$ cat src/rtl/spi_pkg.sv
// Shared SPI frame definitions: state encoding, field widths and frame packing.
package spi_pkg;

  localparam int FRAME_BITS = 16;
  localparam int ADDR_W     = 7;
  localparam int DATA_W     = 8;
  localparam logic RW_READ  = 1'b1;

  typedef enum logic [2:0] {
    ST_IDLE  = 3'd0,
    ST_SETUP = 3'd1,
    ST_SHIFT = 3'd2,
    ST_HOLD  = 3'd3,
    ST_DONE  = 3'd4,
    ST_GAP   = 3'd5
  } spi_state_e;

  function automatic logic [FRAME_BITS-1:0] pack_frame(input logic [ADDR_W-1:0] a,
                                                       input logic              rw,
                                                       input logic [DATA_W-1:0] d);
    return {a, rw, d};
  endfunction

endpackage

$ cat src/rtl/spi_tick_gen.sv
// Half-period down-counter: reloads CLK_DIV-1 while disabled or at zero,
// and emits a one-cycle tick when it reaches zero while enabled.
module spi_tick_gen #(
  parameter int unsigned CLK_DIV = 4
) (
  input  logic clk,
  input  logic reset,
  input  logic en,
  output logic tick
);

  localparam logic [7:0] RELOAD = 8'(CLK_DIV - 1);

  logic [7:0] cnt;

  always_ff @(posedge clk) begin
    if (reset) begin
      cnt <= 8'd0;
    end else if (!en || cnt == 8'd0) begin
      cnt <= RELOAD;
    end else begin
      cnt <= cnt - 8'd1;
    end
  end

  assign tick = en && (cnt == 8'd0);

endmodule

$ cat src/rtl/spi_txn_ctrl.sv
// SPI transaction controller: one 16-bit {addr, rw, data} frame per accepted start,
// with registered cs/sclk/mosi, read-data capture and an enforced inter-frame gap.
//
// state    | meaning
// IDLE     | cs high, waiting for start
// SETUP    | cs low, first bit on mosi, one half-period before first sclk rise
// SHIFT    | 16 sclk periods; sample miso at end of high half, shift at end of low half
// HOLD     | cs low, sclk low for one half-period after the last bit
// DONE     | single cycle: cs high, done pulse, read data captured
// GAP      | cs high, busy held for CLK_DIV-1 cycles before returning to IDLE
module spi_txn_ctrl
  import spi_pkg::*;
#(
  parameter int unsigned CLK_DIV = 4
) (
  input  logic              clk,
  input  logic              reset,
  input  logic              start,
  input  logic [ADDR_W-1:0] addr,
  input  logic              rw,
  input  logic [DATA_W-1:0] wdata,
  output logic              busy,
  output logic              done,
  output logic [DATA_W-1:0] rdata,
  output logic              cs,
  output logic              sclk,
  output logic              mosi,
  input  logic              miso
);

  localparam logic [4:0] BIT_TC     = 5'(FRAME_BITS);
  localparam logic [7:0] GAP_RELOAD = 8'(CLK_DIV - 2);

  spi_state_e            state, state_nxt;
  logic [FRAME_BITS-1:0] tx, tx_nxt;
  logic [FRAME_BITS-1:0] rx, rx_nxt;
  logic [4:0]            bit_cnt, bit_cnt_nxt;
  logic [7:0]            gap_cnt, gap_cnt_nxt;
  logic                  rw_q, rw_q_nxt;
  logic                  cs_nxt, sclk_nxt, busy_nxt, done_nxt;
  logic [DATA_W-1:0]     rdata_nxt;
  logic                  tick, tick_en;
  logic                  rx_hi_unused;

  assign tick_en      = (state != ST_IDLE) && (state != ST_GAP);
  assign mosi         = tx[FRAME_BITS-1];
  assign rx_hi_unused = ^rx[FRAME_BITS-1:DATA_W];

  spi_tick_gen #(.CLK_DIV(CLK_DIV)) u_tick (
    .clk   (clk),
    .reset (reset),
    .en    (tick_en),
    .tick  (tick)
  );

  always_ff @(posedge clk) begin
    if (reset) begin
      state   <= ST_IDLE;
      tx      <= '0;
      rx      <= '0;
      bit_cnt <= 5'd0;
      gap_cnt <= 8'd0;
      rw_q    <= 1'b0;
      cs      <= 1'b1;
      sclk    <= 1'b0;
      busy    <= 1'b0;
      done    <= 1'b0;
      rdata   <= '0;
    end else begin
      state   <= state_nxt;
      tx      <= tx_nxt;
      rx      <= rx_nxt;
      bit_cnt <= bit_cnt_nxt;
      gap_cnt <= gap_cnt_nxt;
      rw_q    <= rw_q_nxt;
      cs      <= cs_nxt;
      sclk    <= sclk_nxt;
      busy    <= busy_nxt;
      done    <= done_nxt;
      rdata   <= rdata_nxt;
    end
  end

  always_comb begin
    state_nxt   = state;
    tx_nxt      = tx;
    rx_nxt      = rx;
    bit_cnt_nxt = bit_cnt;
    gap_cnt_nxt = gap_cnt;
    rw_q_nxt    = rw_q;
    cs_nxt      = cs;
    sclk_nxt    = sclk;
    busy_nxt    = busy;
    done_nxt    = 1'b0;
    rdata_nxt   = rdata;

    case (state)
      ST_IDLE: begin
        cs_nxt   = 1'b1;
        sclk_nxt = 1'b0;
        busy_nxt = 1'b0;
        if (start) begin
          tx_nxt      = pack_frame(addr, rw, wdata);
          rx_nxt      = '0;
          rw_q_nxt    = rw;
          bit_cnt_nxt = 5'd0;
          cs_nxt      = 1'b0;
          busy_nxt    = 1'b1;
          state_nxt   = ST_SETUP;
        end
      end

      ST_SETUP: begin
        if (tick) begin
          sclk_nxt  = 1'b1;
          state_nxt = ST_SHIFT;
        end
      end

      ST_SHIFT: begin
        if (tick) begin
          if (sclk) begin
            rx_nxt      = {rx[FRAME_BITS-2:0], miso};
            bit_cnt_nxt = bit_cnt + 5'd1;
            sclk_nxt    = 1'b0;
          end else if (bit_cnt == BIT_TC) begin
            state_nxt = ST_HOLD;
          end else begin
            tx_nxt   = {tx[FRAME_BITS-2:0], 1'b0};
            sclk_nxt = 1'b1;
          end
        end
      end

      ST_HOLD: begin
        if (tick) begin
          cs_nxt    = 1'b1;
          done_nxt  = 1'b1;
          state_nxt = ST_DONE;
          if (rw_q == RW_READ) rdata_nxt = rx[DATA_W-1:0];
        end
      end

      ST_DONE: begin
        gap_cnt_nxt = GAP_RELOAD;
        state_nxt   = ST_GAP;
      end

      ST_GAP: begin
        // busy drops together with the return to IDLE so a held start is taken next cycle
        if (gap_cnt == 8'd0) begin
          busy_nxt  = 1'b0;
          state_nxt = ST_IDLE;
        end else begin
          gap_cnt_nxt = gap_cnt - 8'd1;
        end
      end

      default: begin
        cs_nxt    = 1'b1;
        sclk_nxt  = 1'b0;
        busy_nxt  = 1'b0;
        state_nxt = ST_IDLE;
      end
    endcase
  end

endmodule

$ cat config.mk
export PLATFORM = sky130hd
export DESIGN_NAME = spi_txn_ctrl
export DESIGN_NICKNAME = d
export VERILOG_FILES = /design/src/rtl/spi_pkg.sv /design/src/rtl/spi_tick_gen.sv /design/src/rtl/spi_txn_ctrl.sv
export SDC_FILE = /design/constraint.sdc
export NUM_CORES = 1
export LEC_CHECK = 0
export ABC_AREA = 1
export BUFFER_PORTS_ARGS = -buffer_cell sky130_fd_sc_hd__buf_4
export CAP_MARGIN = 10
export CORE_UTILIZATION = 53
export DETAILED_ROUTE_END_ITERATION = 8
export GPL_TIMING_DRIVEN = 1
export PLACE_DENSITY = 0.84
export SLEW_MARGIN = 10
export SYNTH_ARGS = -nofsm -noshare
export SYNTH_HDL_FRONTEND = slang
export SYNTH_SLANG_ARGS = --single-unit
$ cat constraint.sdc
create_clock -name clk -period 1.5 [get_ports clk]
set_clock_uncertainty 0.15 [all_clocks]
set_input_delay 0 -clock clk [delete_from_list [all_inputs] [get_ports clk]]
set_output_delay 0 -clock clk [all_outputs]
set_load 0.02 [all_outputs]
==> flow_summary.json <==
{
  "outcome": "finished, violations left",
  "violations": "negative setup slack",
  "hp-class": "reg -> reg",
  "register_area_um2": 1230,
  "grt_overflow": 0,
  "grt_usage_pct": 30.3,
  "gp_congestion": 0.918,
  "drc": 0,
  "leakagePower_nw": 2.10,
  "crit_required_ps": 1660,
  "fmax_mhz": 555,
  "first_pass_iters": 8,
  "fill_cells": 297,
  "synth-compound-area-share_pct": 9.16,
  "setup_violations": 59,
  "synth-seq-cells": 61,
  "nets": 586,
  "synthFlopType": "dfxtp_1",
  "setup_ws_ps": -301,
  "synth_edf_count": 0,
  "syn_avg_cell_area_um2": 6.87,
  "ioPinCount": 33,
  "worst_pin_slew_ps": 389,
  "die_h_um": 78.1,
  "portBuffers": 32,
  "routed_wl_um": 11400,
  "use_met3_pct": 6.16,
  "multiInputGateArea_um2": 1800,
  "ys_seq_area_share_pct": 39.8,
  "dp_slack_ps": -179,
  "rsz0062_at_grt": "true",
  "min_period_ps": 1800,
  "routed_via_density": 6.02,
  "htree_levels": 3,
  "fin_setup_tns_ps": -11410,
  "cts_root_buffer": "clkbuf_8",
  "relSlewSlack_pct": 73.9,
  "power_mw": 8.95,
  "cp_max_fo": 8,
  "met2_usage_pct": 55.5,
  "core_um2": 5540,
  "rr_endpoint": "rdata[0]",
  "reg2reg_setup_slack_ps": -300,
  "grt_first_pass_wirelength_um": 14500,
  "whs_path_depth": 2,
  "die-area_um2": 6100,
  "num_vias": 3834,
  "path_clk_slew_ps": 80,
  "clock-sinks": 61,
  "dp_hpwl_um": 5140,
  "min_to": "tx[12]",
  "slew_viol_final": 0,
  "hold_viol": 0,
  "arrival_ps": 1960,
  "synth_cell_types": 32,
  "wire_per_inst_um": 17.9,
  "cts_buffers": 9,
  "grt_most_used_layer": "met2",
  "fp.dieW_um": 78.1,
  "std_cell_rows": 27,
  "fin_util_pct": 81.5,
  "power.density_nw_per_um2": 1980,
  "gr-usage-met1_pct": 32.4,
  "synth_xor_area_share_pct": 2.28,
  "antenna_found_initial": 0,
  "yosysWarnings": 0,
  "syn_inst": 447,
  "synth_mux_area_share_pct": 0,
  "syn_area_um2": 3070,
  "placed_area_um2": 3720,
  "rr_worst_depth": 10,
  "synthSimpleGateAreaFrac_pct": 37.4,
  "path_class": "reg -> reg",
  "syn_nets": 473,
  "clk_path_buf_depth": 2,
  "hp-start": "tx[12]",
  "setup.worst_path.end_class": "flip-flop",
  "synth_top_family_by_area": "simple AND/OR/NAND/NOR gates",
  "antenna_cells": 0,
  "synth-async-reset-ratio_pct": 0,
  "area_growth_pct": 47.0,
  "period_share_pct": 120,
  "fin_area_um2": 4510,
  "grt_pass1_vias": 3334,
  "cts_tree": "built",
  "antenna_left": 0,
  "grt_max_degree": 22,
  "synthAdderAreaFrac_pct": 2.44,
  "drtIter0Drc": 408,
  "peakVddDrop_mv": 1.34,
  "drive_gt1_share_pct": 33.3,
  "start_util_pct": 55.4,
  "timing.rr.start": "u_tick.cnt[1]",
  "insertion_delay_ps": 360,
  "start_kind": "flip-flop",
  "drv_cap": 0
}
-- cells by family after synthesis --
logic type                 after synthesis
buffers and inverters                   56
and+or+nand+nor                        263
DFF                                     61
AOI/OAI and AO/OA                       53
xor gates and xnor gates                 8
adders and majority gates                6
-- critical path, cell delays in order (launching register included) --
cell	delay [ps]
dfxtp_2	340
inv_2	80
ha_4	140
nand2_4	50
nor2_4	170
inv_2	100
nor2_4	240
nand3_4	170
nand2_2	100
nand2_1	80
nor2_1	100
-- synthesized netlist by cell type, types with 5 or more instances --
library cell | instances | area, um^2
nand3_1 | 24 | 120
ha_1 | 6 | 75.1
nand2_2 | 5 | 31.3
nor2_1 | 62 | 233
a21oi_1 | 42 | 210
dfxtp_1 | 61 | 1220
inv_1 | 36 | 135
buf_6 | 7 | 78.8
clkbuf_1 | 5 | 18.8
nand2_1 | 142 | 533
nand4_1 | 16 | 100
-- state kept, by name, indices dropped and copies added (netlist names) --
name	count
cs	1
tx	16
sclk	1
rw_q	1
bit_cnt	5
state	3
done	1
rx	8
rdata	8
u_tick.cnt	8
busy	1
gap_cnt	8
-- layout make-up --
| cell class | count | area share, % |
|---|---|---|
| clock buffer | 9 | 2.74 |
| clock inverter | 7 | 1.47 |
| inverter | 41 | 3.46 |
| multi-input combinational | 331 | 39.9 |
| sequential | 61 | 27.2 |
| tap | 72 | 2.00 |
| timing repair buffer | 116 | 23.2 |
-- stage by stage --
step	hold slack, ps	instances
CTS	311	630
detailed placement	125	586
global route	344	637
floorplan	-2.62	447
global placement	122	586
finish	338	637
-- worst max path at each step --
stage / from / endpoint / slack [ps] / cells after the start
3_3_place_gp: bit_cnt[0] / tx[0] / -100 / 10
4_1_cts: u_tick.cnt[1] / tx[4] / -140 / 11
5_1_grt: u_tick.cnt[0] / rdata[7] / -370 / 10
2_1_floorplan: u_tick.cnt[0] / bit_cnt[0] / -100 / 10
6_report: u_tick.cnt[1] / rdata[0] / -300 / 10
3_5_place_dp: u_tick.cnt[7] / tx[4] / -180 / 9
-- metal layers --
layer / up-vias / share of wire [%]
met5: - / 0
met4: 0 / 6.4
met3: 95 / 8.9
met2: 329 / 49
met1: 1757 / 35
li1: 1653 / -
-- cell usage in the layout (no fill, tap or decap), types with 3 or more instances in the layout --
cell type | Yosys | final
nand3_1 | 24 | 21
nor2_4 | 4 | 11
inv_1 | 36 | 27
buf_12 | 0 | 3
ha_1 | 6 | 4
nand3_2 | 2 | 4
dfxtp_2 | 0 | 7
a21oi_2 | 0 | 5
clkinv_2 | 0 | 4
o21ai_0 | 4 | 4
buf_6 | 7 | 7
buf_4 | 2 | 83
nand2_1 | 142 | 131
dlygate4sd3_1 | 0 | 19
clkbuf_8 | 0 | 9
nand2_2 | 5 | 12
dfxtp_1 | 61 | 54
nand3_4 | 1 | 3
xor2_1 | 4 | 4
nor2_1 | 62 | 49
xnor2_1 | 4 | 4
nand2_4 | 1 | 4
a21oi_1 | 42 | 37
inv_2 | 3 | 12
nand4_1 | 16 | 16
nor2_2 | 2 | 8
-- what timing repair did --
| action | in CTS | in global routing |
|---|---|---|
| hold buffers | 19 | 0 |
| endpoints found under the hold margin | 26 | 0 |
| pin swaps | 4 | 27 |
| setup endpoints to repair | 55 | 60 |
| resized for setup | 27 | 45 |
| setup buffers | 6 | 6 |
| cloned | 3 | 1 |
-- report_power, final --
group / total, mW / internal [mW] / switching (mW)
combinational: 5.20 / 2.20 / 3.00
sequential: 2.27 / 1.98 / 0.290
clock: 1.48 / 0.757 / 0.723
(Power assumes the default switching activity.)
